## config.mk

```make
export PLATFORM = sky130hd
export DESIGN_NAME = depth_slicer
export DESIGN_NICKNAME = d
export VERILOG_FILES = /design/src/rtl/depth_slicer.sv
export SDC_FILE = /design/constraint.sdc
export NUM_CORES = 1
export LEC_CHECK = 0
export CAP_MARGIN = 10
export CORE_ASPECT_RATIO = 0.7
export CORE_MARGIN = 2
export CORE_UTILIZATION = 41
export DETAILED_ROUTE_END_ITERATION = 8
export PLACE_DENSITY = 0.74
export SYNTH_ARGS = -nofsm -noshare
export SYNTH_HDL_FRONTEND = slang
export SYNTH_SLANG_ARGS = --single-unit
```

## constraint.sdc

```tcl
create_clock -name clk -period 7.8 [get_ports clk]
set_clock_uncertainty 0.15 [all_clocks]
set_input_delay 0.78 -clock clk [delete_from_list [all_inputs] [get_ports clk]]
set_output_delay 0.78 -clock clk [all_outputs]
set_load 0.05 [all_outputs]
```

## src/rtl/depth_slicer.sv

```systemverilog
// depth_slicer: tags each depth pixel of a frame with a layer index (how many
// of the frame's thresholds it reaches) plus end-of-line / end-of-frame marks.
//
// Handshakes (all three ports): a transfer happens on a rising clock edge where
// valid and ready are both high. A source holds valid and its payload stable
// until the transfer. pix_in_ready depends combinationally on pix_out_ready, so
// a pixel can stream through at one per clock without a skid buffer.
module depth_slicer #(
  parameter int p_depth_bit  = 8,
  parameter int p_width_bit  = 11,
  parameter int p_height_bit = 11,
  parameter int p_th_num     = 4
) (
  input  logic                                  clk,
  input  logic                                  rstn,
  input  logic [p_width_bit-1:0]                width,
  input  logic [p_height_bit-1:0]               height,
  input  logic                                  frame_start,
  input  logic                                  th_valid,
  output logic                                  th_ready,
  input  logic [p_th_num-1:0][p_depth_bit-1:0]  th,
  input  logic                                  pix_in_valid,
  output logic                                  pix_in_ready,
  input  logic [p_depth_bit-1:0]                pix_in_depth,
  output logic                                  pix_out_valid,
  input  logic                                  pix_out_ready,
  output logic [p_depth_bit-1:0]                pix_out_depth,
  output logic [$clog2(p_th_num+1)-1:0]         pix_out_layer,
  output logic                                  pix_out_eol,
  output logic                                  pix_out_eof,
  output logic                                  frame_done,
  output logic [1:0]                            dbg_state
);

  localparam int p_layer_bit = $clog2(p_th_num + 1);

  localparam logic [1:0] ST_IDLE    = 2'd0;
  localparam logic [1:0] ST_WAIT_TH = 2'd1;
  localparam logic [1:0] ST_RUN     = 2'd2;
  localparam logic [1:0] ST_DRAIN   = 2'd3;

  localparam logic [p_width_bit-1:0]  one_x     = 1;
  localparam logic [p_height_bit-1:0] one_y     = 1;
  localparam logic [p_layer_bit-1:0]  one_layer = 1;

  logic [1:0]                           state;
  logic [p_width_bit-1:0]               width_q;
  logic [p_height_bit-1:0]              height_q;
  logic [p_width_bit-1:0]               x_q;
  logic [p_height_bit-1:0]              y_q;
  logic [p_th_num-1:0][p_depth_bit-1:0] th_q;

  logic                   start_ok;
  logic                   th_xfer;
  logic                   in_xfer;
  logic                   out_xfer;
  logic                   x_last;
  logic                   y_last;
  logic [p_layer_bit-1:0] layer_next;

  assign dbg_state    = state;
  assign th_ready     = (state == ST_WAIT_TH);
  assign pix_in_ready = (state == ST_RUN) && (!pix_out_valid || pix_out_ready);

  assign start_ok = (state == ST_IDLE) && frame_start && (width != '0) && (height != '0);
  assign th_xfer  = th_valid && th_ready;
  assign in_xfer  = pix_in_valid && pix_in_ready;
  assign out_xfer = pix_out_valid && pix_out_ready;
  assign x_last   = (x_q == width_q - one_x);
  assign y_last   = (y_q == height_q - one_y);

  // Layer index is a popcount of reached thresholds, so their order is irrelevant.
  always_comb begin
    layer_next = '0;
    for (int i = 0; i < p_th_num; i++) begin
      if (pix_in_depth >= th_q[i]) layer_next = layer_next + one_layer;
    end
  end

  // Frame control FSM; frame_done pulses as the eof pixel leaves.
  always_ff @(posedge clk or negedge rstn) begin
    if (!rstn) begin
      state      <= ST_IDLE;
      frame_done <= 1'b0;
    end else begin
      frame_done <= 1'b0;
      case (state)
        ST_IDLE:    if (start_ok) state <= ST_WAIT_TH;
        ST_WAIT_TH: if (th_xfer) state <= ST_RUN;
        ST_RUN:     if (in_xfer && x_last && y_last) state <= ST_DRAIN;
        ST_DRAIN: begin
          if (out_xfer) begin
            state      <= ST_IDLE;
            frame_done <= 1'b1;
          end
        end
        default:    state <= ST_IDLE;
      endcase
    end
  end

  // Frame geometry, threshold set and raster position.
  always_ff @(posedge clk or negedge rstn) begin
    if (!rstn) begin
      width_q  <= '0;
      height_q <= '0;
      x_q      <= '0;
      y_q      <= '0;
      th_q     <= '0;
    end else begin
      if (start_ok) begin
        width_q  <= width;
        height_q <= height;
        x_q      <= '0;
        y_q      <= '0;
      end
      if (th_xfer) th_q <= th;
      if (in_xfer) begin
        if (x_last) begin
          x_q <= '0;
          y_q <= y_last ? '0 : y_q + one_y;
        end else begin
          x_q <= x_q + one_x;
        end
      end
    end
  end

  // Output register: loads on each accepted pixel, holds while stalled.
  always_ff @(posedge clk or negedge rstn) begin
    if (!rstn) begin
      pix_out_valid <= 1'b0;
      pix_out_depth <= '0;
      pix_out_layer <= '0;
      pix_out_eol   <= 1'b0;
      pix_out_eof   <= 1'b0;
    end else if (in_xfer) begin
      pix_out_valid <= 1'b1;
      pix_out_depth <= pix_in_depth;
      pix_out_layer <= layer_next;
      pix_out_eol   <= x_last;
      pix_out_eof   <= x_last && y_last;
    end else if (out_xfer) begin
      pix_out_valid <= 1'b0;
    end
  end

endmodule

```

==> reports/results.txt <==
The run gives 0 as the number of setup buffers added after CTS. For the number of iterations in the first detailed-routing pass, the log shows 5. The slack of the critical path is 3.84 ns.

STA classifies the critical path startpoint as a primary input. Global routing finished with a remaining overflow of 0. The largest driver fanout on the critical path was 5.

The classification of the worst-slack hold path was primary input to async pin. The max-slew violation total from the final report was 0. The worst pin sits at a relative slew slack of 53.3%. In this run the count of I/O pins placed on the die edge is 87. After technology mapping, the gate count stands at 569.

The number of flops mapped to enable cells by yosys is 0. After detailed routing, the total wire length is 13,500 um. The area added between synthesis and finish works out to 24.0%. Detailed routing inserted a total of 4,541 vias. The number of standard cells in the layout, taps in and fillers out was 843; the total stage count of the critical path was 16. The measured slew at the worst slew-check pin was 0.683 ns. The synthesized design spends more area on one cell type than any other, namely dfrtp_1. Setup violations remaining at the end of the flow were counted as 0.

Before CTS, the worst setup slack after placement is 3.49 ns. The critical path in this run is classified as primary input to flip-flop. Summing all placed instances gives a cell area of 6680 um^2. The root buffer cell is clkbuf_16. The most used flip-flop cell after synthesis is dfrtp_1. Setup repair after global routing left no endpoint under its margin. For this design the static power due to leakage is 3.22 nW.

The clock-pin slew on the worst setup and hold paths works out to 0.06 ns. Counting along the longest clock path gives a buffer depth of 2. The number of clock buffers added by TritonCTS is 9. After global routing, the most crowded layer is met2. The fraction of registers with async set or reset after synthesis works out to 100%.

The most numerous cell in the Yosys netlist is dfrtp_1. TritonCTS built the clock tree. For this run, design rule violations remaining after detail routing come to 0. Cells fill 52.6% of the core in the end. The run gives 49 as the maximum number of pins on one net before global-route repair. Detailed placement ended at an HPWL of 10,300 um.

Data on the critical path is required at its endpoint by 7.88 ns. The net count after synthesis is 680, and the average footprint of a synthesized cell is 9.92 um^2. The endpoint type of the worst setup path was a flip-flop. The power per unit of standard cell area came out at 146 nW/um^2. Using the TritonRoute via totals, the vias-per-cell ratio works out to 5.39. Global routing consumed, on the met2 layer, 31.2% of the routing resources.

The CTS H-tree depth was 3; the number of nets still failing antenna checks after routing was 0. The tools report the count of cells resized by post-cts repair as 0. Synthesis instantiated 60 different standard cells from the library.

Count of final hold-check violations: 0. For this run, the total global-route usage over all layers was measured as 19.4%. The number of port buffers is 86, and the wire length of the first global-routing pass is 22,400 um. The signal on the critical path passes through clkdlybuf4s50_1 > inv_1 > ha_1 > nand2b_1 > a21o_1 > a21o_1 > a21o_1 > a21o_1 > a21oi_1 > o21a_1 > ha_1 > or3_1 > nand2_1 > ha_1 > a21oi_1 > a21oi_1.

Global routing used 5.25% of the available met3 tracks. For the starting utilization of the core area, the log shows 42.4%. VDD sags by at most 0.101 mV. The floorplan row count came out at 35. The number of antenna violations at the first check in global routing is 0. The number of buffers and inverters on the critical path is 2. For the hold-fix buffer count after cts, the log shows 0. The highest achievable clock rate was 253 MHz. The number of antenna diodes in the final layout is 0. Counting cells, the worst reg-to-reg path comes to 14. The fraction of final layout cells sized beyond drive strength 1 was 12.9%.

Ranked by total cell area, the synthesized netlist is headed by dfrtp_1, mux2_2, ha_1. On the critical path the largest part of the delay comes from compound AO/OA/AOI/OAI gates. The tools report the arrival time at the worst endpoint as 4.04 ns.

After synthesis the cells add up to 5640 um^2. The logs give 41.3% for the sequential-to-total area share from yosys stat and 314 for the number of DRC violations after detailed-routing iteration 0. The width of the die was 144 um; the number of warnings reported in the yosys synthesis log was 0. Cell area after layout: 7000 um^2. Counting instances in the post-synthesis netlist gives the leading cell types as dfrtp_1, mux2_2, inv_1.

Adding up every negative setup slack in the final design gives 0 ns. In this run, placement finished with an instance count of 827. The largest incremental delay on the critical path is 0.46 ns, and the fraction of synthesized cell area taken by the top area cell type is 41.3%.

The flow ran to the end, and the final reports show no timing, DRC or antenna violations. The tools report the area of the core as 13,300 um^2. The largest individual stage delay along the critical path comes from the cell clkdlybuf4s50_1.

For the final net count, the log shows 764. Dividing the final minimum period by the clock period gives 50.8%. Max-cap violations in this run came to 0. The cell that appears most often on the critical path is a21o_1. The run gives 26.4% as the met1 demand-to-capacity share in global routing.

At the end of routability-driven placement, the weighted congestion stood at 0.874. Vertical die dimension: 102 um. The post-layout minimum cycle time works out to 3.96 ns.

The die covers 14,700 um^2. After synthesis the netlist holds a flip-flop and latch count of 93. The clock insertion delay at the later pin of the skew report was 0.35 ns. The routed wire length per instance is 16.0 um, and the via count of the first global-routing pass is 4,571. The total number of clock tree sinks came out at 93.
==> state kept, by name, summed over array words and instances, names as in the netlist <==
| register | count |
|---|---|
| width_q | 11 |
| th_q | 32 |
| frame_done | 1 |
| pix_out_eol | 1 |
| y_q | 11 |
| height_q | 11 |
| pix_out_eof | 1 |
| dbg_state | 2 |
| x_q | 11 |
| pix_out_layer | 3 |
| pix_out_valid | 1 |
| pix_out_depth | 8 |
==> kinds of logic after synthesis <==
| logic type | count (synthesis) | synth area share, % |
|---|---|---|
| simple gates | 169 | 15.7 |
| compound gates | 111 | 13.0 |
| flops | 93 | 41.3 |
| buf+inv | 68 | 4.77 |
| mux | 60 | 11.9 |
| fa+ha+maj | 43 | 9.54 |
| xor+xnor | 25 | 3.88 |
==> where the power goes <==
group          switching [mW]  internal [mW]  total (mW)
sequential                  0          0.482       0.482
clock                   0.185          0.274       0.460
combinational          0.0357         0.0439      0.0796
==> worst paths after layout <==
| check | startpoint | endpoint | slack [ns] |
|---|---|---|---|
| setup / recovery | pix_in_depth[0] | pix_out_layer[1] | 3.84 |
| hold / removal | rstn | width_q[4] | 0.28 |
| setup reg to reg | th_q[8] | pix_out_layer[1] | 4.50 |
| hold reg to reg | pix_out_eof | pix_out_eof | 0.33 |
| max in group asynchronous | rstn | th_q[11] | 6.15 |
| min in group clk | pix_out_eof | pix_out_eof | 0.33 |
==> area by class of cell <==
class / count / area (um^2)
Tap cell: 185 / 231
Sequential cell: 93 / 2330
Multi-Input combinational cell: 408 / 3050
Fill cell: 1176 / 6320
Clock inverter: 3 / 42.5
Timing Repair Buffer: 90 / 888
Clock buffer: 13 / 270
Inverter: 51 / 191
==> placed cells by master (no fill, tap or decap), drive strengths merged, types with 3 or more instances in the layout <==
cell type / netlist / final
nor4: 11 / 11
mux2i: 4 / 4
clkbuf: 9 / 13
o21a: 7 / 7
xor2: 7 / 7
and3: 8 / 8
a31oi: 15 / 15
a21o: 12 / 12
and2: 6 / 6
or3: 5 / 5
ha: 43 / 43
inv: 51 / 51
mux2: 56 / 56
o21ai: 21 / 21
clkdlybuf4s50: 0 / 85
or2: 3 / 3
nor3: 12 / 12
nand2: 49 / 49
nand3: 12 / 12
o211ai: 9 / 9
xnor2: 18 / 18
a21oi: 23 / 23
nand2b: 14 / 14
nand4: 5 / 5
nor2: 26 / 26
a2111oi: 4 / 4
buf: 8 / 5
dfrtp: 93 / 93
nor2b: 6 / 6
==> metal layers <==
metal	vias to the layer above	share of wire [%]
met1	2211	48
met2	113	46
met3	15	5.4
li1	2202	-
met5	-	0
met4	0	1.0
==> metrics by stage <==
step	total power [mW]	hold WS [ns]
after detailed placement	0.572	0.313
after floorplan	0.515	0.329
after global placement	0.568	0.315
after CTS	1.03	0.307
final	1.02	0.284
after global routing	1.06	0.340
(Power assumes the default switching activity.)
